### src/rtl/rsa_seq_pkg.sv
// Shared types and constants for the RSA job sequencer: state enum,
// default operand width and display window selectors.
package rsa_seq_pkg;

    localparam int RSA_BITS = 64;
    localparam int WIN_W    = 16;

    localparam logic [1:0] WIN_SEL_0 = 2'd0;  // result[15:0]
    localparam logic [1:0] WIN_SEL_1 = 2'd1;  // result[31:16]
    localparam logic [1:0] WIN_SEL_2 = 2'd2;  // result[47:32]
    localparam logic [1:0] WIN_SEL_3 = 2'd3;  // result[63:48]

    typedef enum logic [2:0] {
        ST_IDLE   = 3'd0,
        ST_LOADED = 3'd1,
        ST_RUN    = 3'd2,
        ST_DONE   = 3'd3,
        ST_ERR    = 3'd4
    } seq_state_t;

    // Pick one 16-bit display window out of the low 64 bits of a value.
    function automatic logic [WIN_W-1:0] window16(input logic [63:0] value,
                                                  input logic [1:0]  sel);
        logic [WIN_W-1:0] w;
        case (sel)
            WIN_SEL_0: w = value[15:0];
            WIN_SEL_1: w = value[31:16];
            WIN_SEL_2: w = value[47:32];
            default:   w = value[63:48];
        endcase
        return w;
    endfunction

endpackage

### src/rtl/rsa_operand_check.sv
// Combinational operand validation on the capture path: the modulus must be
// odd and greater than one (Montgomery needs an odd modulus), and the message
// must already be reduced (M < N).
module rsa_operand_check
    import rsa_seq_pkg::*;
#(
    parameter int BITS = RSA_BITS
) (
    input  logic [BITS-1:0] msg,
    input  logic [BITS-1:0] modulus,
    output logic            ok
);

    assign ok = modulus[0] && (modulus > BITS'(1)) && (msg < modulus);

endmodule

### src/rtl/rsa_job_sequencer.sv
// Control/operand stage in front of the Montgomery exponentiation engine.
// Captures and validates operands on load, runs the engine with a timeout,
// latches the result and presents a registered 16-bit display window.
// Optional feature: define RSA_CYCLE_COUNT_EN to build the run-length counter
// behind cycle_count; otherwise cycle_count is tied to zero.
module rsa_job_sequencer
    import rsa_seq_pkg::*;
#(
    parameter int BITS        = RSA_BITS,
    parameter int TIMEOUT_CYC = 2**20
) (
    input  logic            sysclk,
    input  logic            sysreset,
    input  logic            load,
    input  logic            start,
    input  logic            stop,
    input  logic [BITS-1:0] msg_in,
    input  logic [BITS-1:0] exp_in,
    input  logic [BITS-1:0] mod_in,
    output logic [BITS-1:0] m_out,
    output logic [BITS-1:0] e_out,
    output logic [BITS-1:0] n_out,
    output logic            go,
    input  logic            eng_done,
    input  logic [BITS-1:0] eng_result,
    output logic [BITS-1:0] result,
    output logic            done,
    output logic            busy,
    output logic            error,
    input  logic [1:0]      win_sel,
    output logic [15:0]     display,
    output logic [31:0]     cycle_count
);

    // Timer holds 0 .. TIMEOUT_CYC-1, the index of the current RUN cycle.
    localparam int            TW   = (TIMEOUT_CYC > 2) ? $clog2(TIMEOUT_CYC) : 1;
    localparam logic [TW-1:0] TMAX = TW'(TIMEOUT_CYC - 1);

    seq_state_t      state_q, state_d;
    logic [BITS-1:0] m_q, m_d;
    logic [BITS-1:0] e_q, e_d;
    logic [BITS-1:0] n_q, n_d;
    logic [BITS-1:0] result_q, result_d;
    logic [TW-1:0]   timer_q, timer_d;
    logic [15:0]     display_q, display_d;
    logic            ops_ok;

    rsa_operand_check #(.BITS(BITS)) u_operand_check (
        .msg     (msg_in),
        .modulus (mod_in),
        .ok      (ops_ok)
    );

    // Next-state, operand capture, result latch and run timer.
    always_comb begin
        state_d  = state_q;
        m_d      = m_q;
        e_d      = e_q;
        n_d      = n_q;
        result_d = result_q;
        timer_d  = timer_q;
        case (state_q)
            ST_RUN: begin
                timer_d = timer_q + 1'b1;
                // stop > eng_done > timeout; eng_done on the first RUN cycle
                // (timer still 0) is stale from a previous job and is ignored.
                if (stop) begin
                    state_d = ST_LOADED;
                end else if (eng_done && (timer_q != '0)) begin
                    result_d = eng_result;
                    state_d  = ST_DONE;
                end else if (timer_q == TMAX) begin
                    state_d = ST_ERR;
                end
            end
            default: begin
                // load beats start when both arrive together.
                if (load) begin
                    m_d      = msg_in;
                    e_d      = exp_in;
                    n_d      = mod_in;
                    result_d = '0;
                    state_d  = ops_ok ? ST_LOADED : ST_ERR;
                end else if (start && ((state_q == ST_LOADED) || (state_q == ST_DONE))) begin
                    timer_d = '0;
                    state_d = ST_RUN;
                end
            end
        endcase
    end

    // Display window follows the latched result one cycle later.
    always_comb begin
        display_d = window16(64'(result_q), win_sel);
    end

    // State, operand, result, timer and display registers.
    always_ff @(posedge sysclk) begin
        if (sysreset) begin
            state_q   <= ST_IDLE;
            m_q       <= '0;
            e_q       <= '0;
            n_q       <= '0;
            result_q  <= '0;
            timer_q   <= '0;
            display_q <= '0;
        end else begin
            state_q   <= state_d;
            m_q       <= m_d;
            e_q       <= e_d;
            n_q       <= n_d;
            result_q  <= result_d;
            timer_q   <= timer_d;
            display_q <= display_d;
        end
    end

`ifdef RSA_CYCLE_COUNT_EN
    logic [31:0] count_q, count_d;

    // Run-length counter: cleared on RUN entry, +1 per RUN cycle, saturating.
    always_comb begin
        count_d = count_q;
        if (state_q == ST_RUN) begin
            if (count_q != 32'hFFFF_FFFF) begin
                count_d = count_q + 32'd1;
            end
        end else if (state_d == ST_RUN) begin
            count_d = '0;
        end
    end

    // Run-length counter register.
    always_ff @(posedge sysclk) begin
        if (sysreset) begin
            count_q <= '0;
        end else begin
            count_q <= count_d;
        end
    end

    assign cycle_count = count_q;
`else
    assign cycle_count = '0;
`endif

    assign m_out   = m_q;
    assign e_out   = e_q;
    assign n_out   = n_q;
    assign result  = result_q;
    assign display = display_q;
    assign go      = (state_q == ST_RUN);
    assign busy    = (state_q == ST_RUN);
    assign done    = (state_q == ST_DONE);
    assign error   = (state_q == ST_ERR);

endmodule
### config.mk
export PLATFORM = sky130hd
export DESIGN_NAME = rsa_job_sequencer
export DESIGN_NICKNAME = d
export VERILOG_FILES = /design/src/rtl/rsa_seq_pkg.sv /design/src/rtl/rsa_operand_check.sv /design/src/rtl/rsa_job_sequencer.sv
export SDC_FILE = /design/constraint.sdc
export NUM_CORES = 1
export LEC_CHECK = 0
export CORE_AREA = 10 10 212 214
export DETAILED_ROUTE_END_ITERATION = 7
export DIE_AREA = 0 0 222 224
export PLACE_DENSITY = 0.65
export SYNTH_ARGS = -nofsm -noshare
export SYNTH_HDL_FRONTEND = slang
export SYNTH_SLANG_ARGS = --single-unit
### constraint.sdc
create_clock -name sysclk -period 4.4 [get_ports sysclk]
set_clock_uncertainty 0.15 [all_clocks]
set_input_delay 0.88 -clock sysclk [delete_from_list [all_inputs] [get_ports sysclk]]
set_output_delay 0.88 -clock sysclk [all_outputs]
set_load 0.01 [all_outputs]
## Word level (Yosys, flattened, before mapping)

Index checks and enable logic that the tools add are counted.

| cells by class | value |
|---|---|
| multiplexer cells | 15 |
| $lt $le $gt $ge | 2 |
| reductions and logical operators | 14 |
| bitwise logic cells | 1 |
| $add $sub $neg | 1 |
| eq/ne operators | 11 |

Operator list:

| kind | number |
|---|---|
| $mux W64 | 4 |
| $gt A64 B1 Y1 const B | 1 |
| $lt A64 B64 Y1 | 1 |
| $mux W20 | 3 |
| $pmux W16 S3 | 1 |
| $mux W3 | 7 |
| $add A20 B1 Y20 const B | 1 |
| $eq A20 B20 Y1 const B | 1 |
| $reduce_bool A20 Y1 | 1 |
| $eq A3 B2 Y1 const B | 2 |
| $reduce_and A2 Y1 | 3 |
| $logic_and A1 B1 Y1 | 4 |
| $ne A2 B1 Y1 const B | 2 |
| $ne A4 B2 Y1 const B | 1 |
| $reduce_bool A2 Y1 | 2 |
| $eq A3 B1 Y1 const B | 1 |
| $eq A3 B3 Y1 const B | 1 |
| $reduce_and A3 Y1 | 1 |
| $reduce_bool A3 Y1 | 1 |
| $eq A2 B1 Y1 const B | 1 |
| $eq A2 B2 Y1 const B | 1 |
| $logic_not A2 Y1 | 1 |
| $ne A2 B2 Y1 const B | 1 |
| $logic_or A1 B1 Y1 | 1 |
| $not A1 Y1 | 1 |

| word-level totals | value |
|---|---|
| flip-flop bits (word level) | 295 |
| output and inout bits | 308 |
| logic and storage cells | 51 |

## Logic depth before layout (Yosys ltp)

Gate-level depths: netlist (run 1).

| logic depth | value |
|---|---|
| word-level depth | 6 |
| depth in mapped cells | 10 |
| depth with buffers taken out | 9 |

## Cells and area by module

Synthesis (run 1) repeated with hierarchy kept, for this count alone.

| second synthesis, totals | value |
|---|---|
| cells, all modules | 1608 |
| area, all modules | 12887.4 um^2 |

Modules (own cells, without submodules):

| module | times used | cells an instance | area each (um^2) |
|---|---|---|---|
| rsa_job_sequencer | 1 | 1362 | 11172.0 |
| rsa_operand_check | 1 | 246 | 1715.4 |

## Worst setup path after synthesis (run 1)

No wires, ideal clock.

| timing path | value |
|---|---|
| kind | input to register |
| start point | in mod_in[14] |
| end point | reg state_q[2] |
| required time | 4.192 ns |
| path slack | 1.816 ns |
| library setup time | 0.058 ns |
| data arrival time | 2.376 ns |
| path buffers | 0 |
| stages | 9 |
| cells stage by stage | inv_1 -> ha_1 -> nand4_1 -> nor4_1 -> a311oi_1 -> a21oi_1 -> o221ai_1 -> or3_1 -> nand2_1 |

| between the ends | value |
|---|---|
| cells in the longest elaborated chain, start to end | 6 |

Ends and longest elaborated chain:

| item | line | RTL |
|---|---|---|
| start: declaration | rsa_job_sequencer.sv:19 | `input logic [BITS-1:0] mod_in,` |
| $gt A64 B1 Y1 | rsa_operand_check.sv:14 | `assign ok = modulus[0] && (modulus > BITS'(1)) && (msg < modulus);` |
| $logic_and A1 B1 Y1 | rsa_operand_check.sv:14 |  |
| $logic_and A1 B1 Y1 (*) | rsa_operand_check.sv:14 |  |
| $mux W3 (*) | rsa_job_sequencer.sv:83 | `state_d = ops_ok ? ST_LOADED : ST_ERR;` |
| $mux W3 (*) | rsa_job_sequencer.sv:78 | `if (load) begin` |
| $mux W3 (*) | rsa_job_sequencer.sv:62 | `case (state_q)` |
| end signal: assignment | rsa_job_sequencer.sv:108 | `state_q <= state_d;` |
| end: declaration | rsa_job_sequencer.sv:39 | `seq_state_t state_q, state_d;` |

Every way passes the cells marked *; elsewhere a longest branch is shown, timed or not.
A chain may end at the register's enable or synchronous reset.

## Final worst setup path (run 1)

| timing path | value |
|---|---|
| start point | reg state_q[1] |
| end point | out busy |

| between the ends | value |
|---|---|
| cells in the longest elaborated chain, start to end | 1 |

Ends and longest elaborated chain:

| item | line | RTL |
|---|---|---|
| $eq A3 B2 Y1 | rsa_job_sequencer.sv:153 | `assign busy = (state_q == ST_RUN);` |
| end: declaration | rsa_job_sequencer.sv:28 | `output logic busy,` |

Every way passes these cells.

==> flow_metrics.env, run 1 <==
export IMPL_antenna_violations_before_repair=7
export IMPL_cts_hold_buffers_added=0
export IMPL_cellPowerDensity_nw_per_um2=361
export IMPL_grt_overflow_total=0
export IMPL_areaGrowthSynthToFinish_pct=52.3
export IMPL_pwr_share_seq_pct=40.2
export IMPL_worst_slew_margin_rel_pct=37.8
export IMPL_pwr_share_clk_pct=42.6
export IMPL_drt_pass1_iter_count=6
export IMPL_crit_path_start_kind="flop"
export IMPL_power_static_leakage_uw=0.00759
export IMPL_timing_critical_path_fanout_max=19
export IMPL_detail_route_drc_violations=0
export IMPL_yosysSeqAreaShare_pct=45.4
export IMPL_cell_count_after_synthesis=1630
export IMPL_hpwl_after_dpl_um=43300
export IMPL_synth_top_area_cell="sky130_fd_sc_hd__dfxtp_1"
export IMPL_cap_violations=0
export IMPL_vias=13300
export IMPL_outcome="finished clean"
export IMPL_timing_hold_worst_class="reg2reg"
export IMPL_global_route_usage_total_pct=21.4
export IMPL_cts_root_buffer_cell="sky130_fd_sc_hd__clkbuf_16"
export IMPL_yosys_warnings=0
export IMPL_cell_internal_pwr_uw=5270
export IMPL_final_critical_period_ps=3350
export IMPL_die_width_um=222
export IMPL_worst_vdd_drop_uv=253
export IMPL_netlist_top_cells_area="sky130_fd_sc_hd__dfxtp_1, sky130_fd_sc_hd__nand2_1, sky130_fd_sc_hd__a21oi_1, sky130_fd_sc_hd__ha_1, sky130_fd_sc_hd__nand3_1"
export IMPL_drtAntennaViolNets=0
export IMPL_seqCellArea_um2=5910
export IMPL_clock_path_buffers=3
export IMPL_fmax_ghz=0.299
export IMPL_tritoncts_num_buffers=36
export IMPL_timing_critical_path_required_ps=3370
export IMPL_sw_frac_of_total_pct=26.4
export IMPL_pins_over_their_slew_limit=0
export IMPL_synthesis_area_per_instance_um2=7.98
export IMPL_worst_r2r_path_depth=9
export IMPL_rsz0062_at_grt="no"
export IMPL_total_power_uw=7160
export IMPL_tns_ps=0
export IMPL_routed_wirelength_um=56500
export IMPL_synthArstFlopShare_pct=0
export IMPL_io_pins=572
export IMPL_report_final_setup_viol=0
export IMPL_timing_hold_worst_path_depth=2
export IMPL_nFillCells=3952
export IMPL_tightestPinTransition_ps=930
export IMPL_grt_pass1_vias=13000
export IMPL_end_kind="output pin"
export IMPL_ctsResizeCount=0
export IMPL_cts_setup_buffers=0
export IMPL_drt_iter0_drc=985
export IMPL_grt_pass1_wl_um=83400
export IMPL_gp_routability_congestion=0.955
export IMPL_cts_tree="built"
export IMPL_numPortBuffers=539
export IMPL_die_area_um2=49700
export IMPL_crit_type="reg2out"
export IMPL_worstReg2RegStart="timer_q[0]$_SDFFE_PP0P_"
export IMPL_placeableCoreArea_um2=40600
export IMPL_synth_edf_count=0
export IMPL_multi_input_area_um2=6200
export IMPL_crit_arrival_ps=2320
export IMPL_cts_clk_slew_worst_paths_ps=60
export IMPL_finalHoldViolCount=0
export IMPL_combinationalPowerShare_pct=17.2
export IMPL_switchingPower_uw=1890
export IMPL_die_h_um=224
export IMPL_cts_max_level=2
export IMPL_via_per_inst=4.96
export IMPL_ff2ff_setup_slack_ps=1770
export IMPL_period_utilization_pct=76.1
export IMPL_initial_utilization_pct=32.1
export IMPL_synth_most_common_cell="sky130_fd_sc_hd__nand2_1"
export IMPL_synth_cells_most_frequent="sky130_fd_sc_hd__nand2_1, sky130_fd_sc_hd__dfxtp_1, sky130_fd_sc_hd__a21oi_1"
export IMPL_yosys_area_top_type_share_pct=45.4
export IMPL_min_to="m_out[61]$_SDFFE_PP0P_"
export IMPL_critical_path_reg2reg_endpoint="result[39]$_SDFFE_PP0P_"
export IMPL_design_final_nets=2441
export IMPL_top_flip_flop_cell_by_instance_count_after_synthesis="sky130_fd_sc_hd__dfxtp_1"
export IMPL_num_rows=74
export IMPL_synth_cell_types=64
export IMPL_grt_start_max_net_pins=148
export IMPL_worst_hold_startpoint="m_out[61]$_SDFFE_PP0P_"
export IMPL_drive_above_1_share_pct=4.63
export IMPL_detail_route_wl_per_cell_um=21.1
export IMPL_netlist_area_um2=13000
export IMPL_numClockSinks=295
export IMPL_flip_flop_and_latch_count_after_synthesis=295
export IMPL_clk_insertion_delay_late_ps=540
==> state kept, by name (all words and copies together), names as in the netlist <==
name	count
e_out	64
m_out	64
n_out	64
result	64
timer_q	20
display	16
state_q	3
==> area by class of cell <==
cell class                 count  area share (%)
inverter                      72            1.37
clock buffer                  54            5.45
multi-input combinational   1154            31.3
timing repair buffer         553            28.0
sequential                   295            29.8
clock inverter                 8           0.650
tap                          532            3.36
antenna                        6          0.0757
==> how the worst max path moves through the flow <==
stage                                   end  slack (ps)               startpoint  depth (start not counted)
floorplan           state_q[2]$_SDFFE_PP0P_        1820               mod_in[14]                          9
global placement    state_q[2]$_SDFFE_PP0P_         400               mod_in[62]                          8
detailed placement  state_q[2]$_SDFFE_PP0P_         540               mod_in[62]                          8
CTS                                    busy        1020  state_q[1]$_SDFFE_PP0P_                          4
global route        state_q[2]$_SDFFE_PP0P_         900               mod_in[62]                          8
finish                                 busy        1050  state_q[1]$_SDFFE_PP0P_                          4
==> critical path: stages, from the launching register on <==
cell	delay [ps]
sky130_fd_sc_hd__dfxtp_1	390
sky130_fd_sc_hd__or3b_1	370
sky130_fd_sc_hd__buf_4	220
sky130_fd_sc_hd__clkinv_2	210
sky130_fd_sc_hd__clkdlybuf4s50_1	590
==> layer usage <==
layer | vias to the layer above | share of wire, % | global-route usage, %
met4 | 2 | 2.9 | 8.78
met3 | 85 | 6.8 | 5.48
met5 | - | 0.030 | 0
li1 | 6378 | - | -
met2 | 472 | 51 | 37.6
met1 | 6318 | 39 | 24.3
==> logic make-up after synthesis <==
kind of cell | Yosys count | synth area share (%)
DFF | 295 | 45.4
buffers and inverters | 212 | 7.97
adders and majority gates | 65 | 6.25
and+or+nand+nor | 690 | 23.0
other | 1 | 0.0288
AOI/OAI and AO/OA | 348 | 14.3
muxes | 19 | 3.02
==> stage by stage <==
stage          area, um2  hold slack [ps]  util, %  instances  worst slack, ps
2_1_floorplan      13100              311        -       1661             1820
6_report           19800              302     48.9       2674             1050
5_1_grt            19800              320     48.9       2674              904
4_1_cts            19800              303     48.8       2668             1020
3_5_place_dp       18600              295     45.9       2606              541
3_3_place_gp       18600              291     45.9       2606              403
==> cells in the final DEF, fill, tap and decap left out, drive strengths merged, types with 19 or more instances in the layout <==
| cell type | netlist | final |
|---|---|---|
| dfxtp | 295 | 295 |
| nor4 | 22 | 22 |
| nand4 | 19 | 19 |
| ha | 65 | 65 |
| nand2 | 490 | 490 |
| clkdlybuf4s50 | 0 | 538 |
| conb | 1 | 32 |
| clkbuf | 50 | 55 |
| inv | 71 | 74 |
| and2 | 19 | 19 |
| nor2 | 33 | 33 |
| nand3 | 78 | 78 |
| a21oi | 292 | 292 |
==> power groups by stage <==
stage | Combinational (uW) | Clock, uW | Sequential (uW)
detailed placement | 1240 | 0 | 2930
finish | 1230 | 3050 | 2880
global route | 1340 | 3230 | 2890
floorplan | 487 | 0 | 2990
CTS | 1240 | 3120 | 2880
global placement | 1220 | 0 | 2930
No activity file was read; power rests on OpenSTA's default activity.
==> run 2, diff against run 1 <==
- CORE_AREA: 10 10 212 214 -> 10 10 214 216
- DIE_AREA: 0 0 222 224 -> 0 0 224 226
- PLACE_DENSITY: 0.65 -> 0.66
- clock period: 4.4 -> 3 ns (I/O delays scaled with it)
==> flow_metrics.env, run 2 (synthesis gave the netlist of run 1 again) <==
export IMPL_outcome="finished clean"
export IMPL_cp_cell_sequence="or3b_4 > clkinv_4 > clkdlybuf4s50_1"
export IMPL_num_rows=75
export IMPL_areaGrowthSynthToFinish_pct=56.7
export IMPL_report_final_setup_viol=0
export IMPL_cts_setup_buffers=0
export IMPL_critical_path_slowest_cell="sky130_fd_sc_hd__clkdlybuf4s50_1"
export IMPL_via_per_inst=4.87
export IMPL_nFillCells=4007
export IMPL_layout_cells_most_common="sky130_fd_sc_hd__clkdlybuf4s50_1"
export IMPL_tritoncts_num_buffers=35
export IMPL_end_kind="output pin"
export IMPL_gp_routability_congestion=0.928
export IMPL_design_final_nets=2513
export IMPL_global_route_usage_total_pct=20.8
export IMPL_grt_pass1_wl_um=80900
export IMPL_fmax_ghz=0.347
export IMPL_numPortBuffers=539
export IMPL_drive_above_1_share_pct=7.61
export IMPL_timing_critical_path_fanout_max=16
export IMPL_cap_violations=0
export IMPL_crit_type="reg2out"
export IMPL_hpwl_after_dpl_um=43700
export IMPL_drt_iter0_drc=918
export IMPL_initial_utilization_pct=31.3
export IMPL_critical_path_max_stage_delay_ps=560
export IMPL_numClockSinks=295
export IMPL_tightestPinTransition_ps=585
export IMPL_final_critical_period_ps=2880
export IMPL_pins_over_their_slew_limit=0
export IMPL_cts_tree="built"
export IMPL_drtAntennaViolNets=0
export IMPL_final_design_area_no_fill_um2=20400
export IMPL_antenna_violations_before_repair=18
export IMPL_cts_max_level=2
export IMPL_clock_path_buffers=3
export IMPL_worst_slew_margin_rel_pct=60.6
export IMPL_grt_overflow_total=0
export IMPL_timing_hold_worst_class="reg2reg"
export IMPL_placeableCoreArea_um2=41600
export IMPL_routed_wirelength_um=56000
export IMPL_power_static_leakage_uw=0.00793
export IMPL_instances_no_fill=2761
export IMPL_timing_critical_path_required_ps=2250
export IMPL_crit_arrival_ps=2130
export IMPL_detail_route_drc_violations=0
export IMPL_drt_pass1_iter_count=5
export IMPL_place_inst=2686
export IMPL_die_area_um2=50600
export IMPL_cts_clk_slew_worst_paths_ps=50
export IMPL_worst_vdd_drop_uv=460
export IMPL_cellPowerDensity_nw_per_um2=502
export IMPL_worst_hold_slack_ps=302
export IMPL_rsz0062_at_grt="no"
export IMPL_die_h_um=226
export IMPL_io_pins=572
export IMPL_finalHoldViolCount=0
export IMPL_cts_root_buffer_cell="sky130_fd_sc_hd__clkbuf_16"
export IMPL_crit_path_start_kind="flop"
export IMPL_grt_start_max_net_pins=106
export IMPL_standard_cell_area_after_detailed_placement_um2=19300
export IMPL_final_cell_mix="sky130_fd_sc_hd__clkdlybuf4s50_1, sky130_fd_sc_hd__nand2_1, sky130_fd_sc_hd__dfxtp_1"
export IMPL_detail_route_wl_per_cell_um=20.3
export IMPL_die_width_um=224
export IMPL_vias=13500
export IMPL_clk_insertion_delay_late_ps=530
export IMPL_grt_pass1_vias=12800
export IMPL_period_utilization_pct=96.1
[run 2: cell count changes in the layout (fill, tap and decap cells not counted)]
cell	before	now
sky130_fd_sc_hd__diode_2	6	15
sky130_fd_sc_hd__nor4_1	20	19
sky130_fd_sc_hd__nor4_2	0	1
sky130_fd_sc_hd__buf_4	10	75
sky130_fd_sc_hd__buf_12	4	12
sky130_fd_sc_hd__clkinv_2	2	6
sky130_fd_sc_hd__clkinv_4	0	1
sky130_fd_sc_hd__inv_6	3	0
sky130_fd_sc_hd__clkinvlp_4	1	0
sky130_fd_sc_hd__bufinv_16	3	1
sky130_fd_sc_hd__or3b_4	0	1
sky130_fd_sc_hd__clkbuf_1	8	12
sky130_fd_sc_hd__or3b_1	1	0
sky130_fd_sc_hd__clkbuf_8	10	5
[run 2: repair_timing]
action,in CTS,in global routing
resized for setup,2,1
setup endpoints to repair,2,2
hold buffers,0,0
[run 2: final cells by class]
class	instances	area, um2	area share, %
antenna	15	37.5	0.184
clock buffer	53	1030	5.03
clock inverter	7	60.1	0.294
inverter	72	275	1.35
multi-input combinational	1154	6210	30.5
sequential	295	5910	29.0
tap	539	674	3.31
timing repair buffer	626	6200	30.4
[run 2: through the flow]
step                util, %  setup WS (ps)  total power (uW)  TNS [ps]
finish                 49.1            117             10200         0
global route           49.1           32.4             10700         0
CTS                    49.0           76.4             10300         0
detailed placement     46.3           -323              6220      -616
global placement       46.3           -280              6180      -501
floorplan                 -            696              5090         0
[run 2: worst max-delay path, delay by kind of cell, from the launching register on]
| kind | cells | cell delay (ps) |
|---|---|---|
| buffers and inverters | 2 | 710 |
| flip-flops | 1 | 390 |
| AND/OR/NAND/NOR | 1 | 510 |
[run 2: metal layers]
metal	vias up	track usage [%]	wire, um
met5	-	0	37
met4	6	11.3	2130
met3	114	6.36	4640
met2	524	34.4	27500
met1	6258	23.6	21700
li1	6549	-	-
[run 2: worst paths after layout]
path	slack, ps	end	cells past startpoint	start
max	120	go	3	state_q[2]$_SDFFE_PP0P_
min reg2reg	300	n_out[28]$_SDFFE_PP0P_	2	n_out[28]$_SDFFE_PP0P_
max reg2reg	470	result[32]$_SDFFE_PP0P_	9	timer_q[0]$_SDFFE_PP0P_
min	300	n_out[28]$_SDFFE_PP0P_	2	n_out[28]$_SDFFE_PP0P_
[run 2: where the power goes]
group	switching, uW	total, uW	leakage, uW	internal [uW]
clock network	1670	4110	0.000537	2440
registers	112	4220	0.00241	4110
logic	946	1910	0.00498	964
==> run 3, diff against run 2 <==
- PLACE_DENSITY: 0.66 -> 0.69
==> flow_metrics.env, run 3 (synthesis gave the netlist of run 1 again) <==
export IMPL_outcome="finished clean"
export IMPL_die_h_um=226
export IMPL_timing_critical_path_required_ps=2250
export IMPL_final_cell_mix="sky130_fd_sc_hd__clkdlybuf4s50_1, sky130_fd_sc_hd__nand2_1, sky130_fd_sc_hd__dfxtp_1"
export IMPL_ctsResizeCount=0
export IMPL_cts_max_level=2
export IMPL_crit_path_start_kind="flop"
export IMPL_critical_path_reg2reg_endpoint="state_q[2]$_SDFFE_PP0P_"
export IMPL_cellPowerDensity_nw_per_um2=510
export IMPL_placeableCoreArea_um2=41600
export IMPL_cap_violations=0
export IMPL_routed_wirelength_um=57000
export IMPL_die_width_um=224
export IMPL_antenna_violations_before_repair=10
export IMPL_via_per_inst=4.93
export IMPL_multi_input_area_um2=6200
export IMPL_report_final_setup_viol=0
export IMPL_tritoncts_num_buffers=37
export IMPL_ff2ff_setup_slack_ps=630
export IMPL_period_utilization_pct=96.0
export IMPL_fmax_ghz=0.347
export IMPL_power_static_leakage_uw=0.00795
export IMPL_clk_insertion_delay_late_ps=540
export IMPL_instances_no_fill=2761
export IMPL_drt_iter0_drc=970
export IMPL_die_area_um2=50600
export IMPL_detail_route_wl_per_cell_um=20.7
export IMPL_initial_utilization_pct=31.3
export IMPL_nFillCells=3953
export IMPL_drtAntennaViolNets=0
export IMPL_end_kind="output pin"
export IMPL_cts_root_buffer_cell="sky130_fd_sc_hd__clkbuf_16"
export IMPL_hpwl_after_dpl_um=43900
export IMPL_setup_worst_path_end="busy"
export IMPL_num_rows=75
export IMPL_layout_cells_most_common="sky130_fd_sc_hd__clkdlybuf4s50_1"
export IMPL_timing_critical_path_fanout_max=16
export IMPL_gp_routability_congestion=0.913
export IMPL_areaGrowthSynthToFinish_pct=57.0
export IMPL_global_route_usage_total_pct=21.3
export IMPL_cts_clk_slew_worst_paths_ps=60
export IMPL_worst_r2r_path_depth=7
export IMPL_design_final_nets=2514
export IMPL_seqCellArea_um2=5910
export IMPL_numPortBuffers=539
export IMPL_timing_hold_worst_class="in2reg"
export IMPL_worst_hold_startpoint="sysreset"
export IMPL_cts_hold_buffers_added=0
export IMPL_place_inst=2685
export IMPL_cts_tree="built"
export IMPL_numClockSinks=295
export IMPL_clock_path_buffers=3
export IMPL_worstReg2RegStart="state_q[2]$_SDFFE_PP0P_"
export IMPL_finalHoldViolCount=0
export IMPL_grt_start_max_net_pins=157
export IMPL_drt_pass1_iter_count=6
export IMPL_worst_vdd_drop_uv=309
export IMPL_grt_pass1_wl_um=82800
export IMPL_detail_route_drc_violations=0
export IMPL_crit_type="reg2out"
export IMPL_final_critical_period_ps=2880
export IMPL_drive_above_1_share_pct=8.00
export IMPL_worst_slew_margin_rel_pct=46.2
export IMPL_total_power_uw=10400
export IMPL_cts_setup_buffers=0
export IMPL_tightestPinTransition_ps=807
export IMPL_vias=13600
export IMPL_io_pins=572
export IMPL_startpoint="state_q[2]$_SDFFE_PP0P_"
export IMPL_pins_over_their_slew_limit=0
export IMPL_crit_arrival_ps=2130
export IMPL_rsz0062_at_grt="no"
export IMPL_grt_pass1_vias=13200
export IMPL_grt_overflow_total=0
-- run 3: changes by cell type in the layout (fill, tap and decap cells not counted), moves of 2 or more --
cell,change
sky130_fd_sc_hd__inv_6,+2
sky130_fd_sc_hd__clkbuf_1,-6
sky130_fd_sc_hd__clkinvlp_4,+3
sky130_fd_sc_hd__diode_2,-5
sky130_fd_sc_hd__clkbuf_16,+2
sky130_fd_sc_hd__clkinv_2,+4
-- run 3: routing by layer --
layer,vias up,routed length [um],global-route usage (%)
met5,-,13,0
met2,553,27700,35.5
met4,2,2130,9.48
met3,105,4890,6.62
met1,6405,22400,24.5
li1,6550,-,-
-- run 3: power by group --
group / internal, uW / switching (uW)
combinational: 960 / 964
clock: 2510 / 1780
sequential: 4110 / 109
-- run 3: worst max-delay path, stage by stage, from the launching register on --
cell                              delay [ps]
sky130_fd_sc_hd__dfxtp_1                 380
sky130_fd_sc_hd__or3b_1                  460
sky130_fd_sc_hd__inv_4                   180
sky130_fd_sc_hd__clkdlybuf4s50_1         570
-- run 3: through the flow --
step | hold WS (ps) | util, % | setup WS, ps | setup TNS, ps | cell area (um2)
after floorplan | 311 | - | 696 | 0 | 13100
after global placement | 291 | 46.3 | -217 | -382 | 19200
after detailed placement | 296 | 46.3 | -243 | -415 | 19200
after CTS | 258 | 49.1 | 60.3 | 0 | 20400
after global routing | 282 | 49.1 | 14.3 | 0 | 20400
final | 292 | 49.1 | 120 | 0 | 20400
-- run 3: worst min path at each step --
stage	to	slack (ps)	depth (start not counted)
finish	result[32]$_SDFFE_PP0P_	290	2
global route	result[2]$_SDFFE_PP0P_	280	2
CTS	result[52]$_SDFFE_PP0P_	260	2
detailed placement	m_out[29]$_SDFFE_PP0P_	300	2
global placement	m_out[49]$_SDFFE_PP0P_	290	2
floorplan	timer_q[19]$_SDFFE_PP0P_	310	2
-- run 3: final cells by class --
cell class | instances | area share, %
multi-input cells | 1154 | 30.4
repair buffers | 625 | 30.3
flip-flops and latches | 295 | 28.9
clock buffers | 50 | 5.22
well taps | 539 | 3.30
inverters | 72 | 1.34
clock inverters | 16 | 0.484
diodes | 10 | 0.122
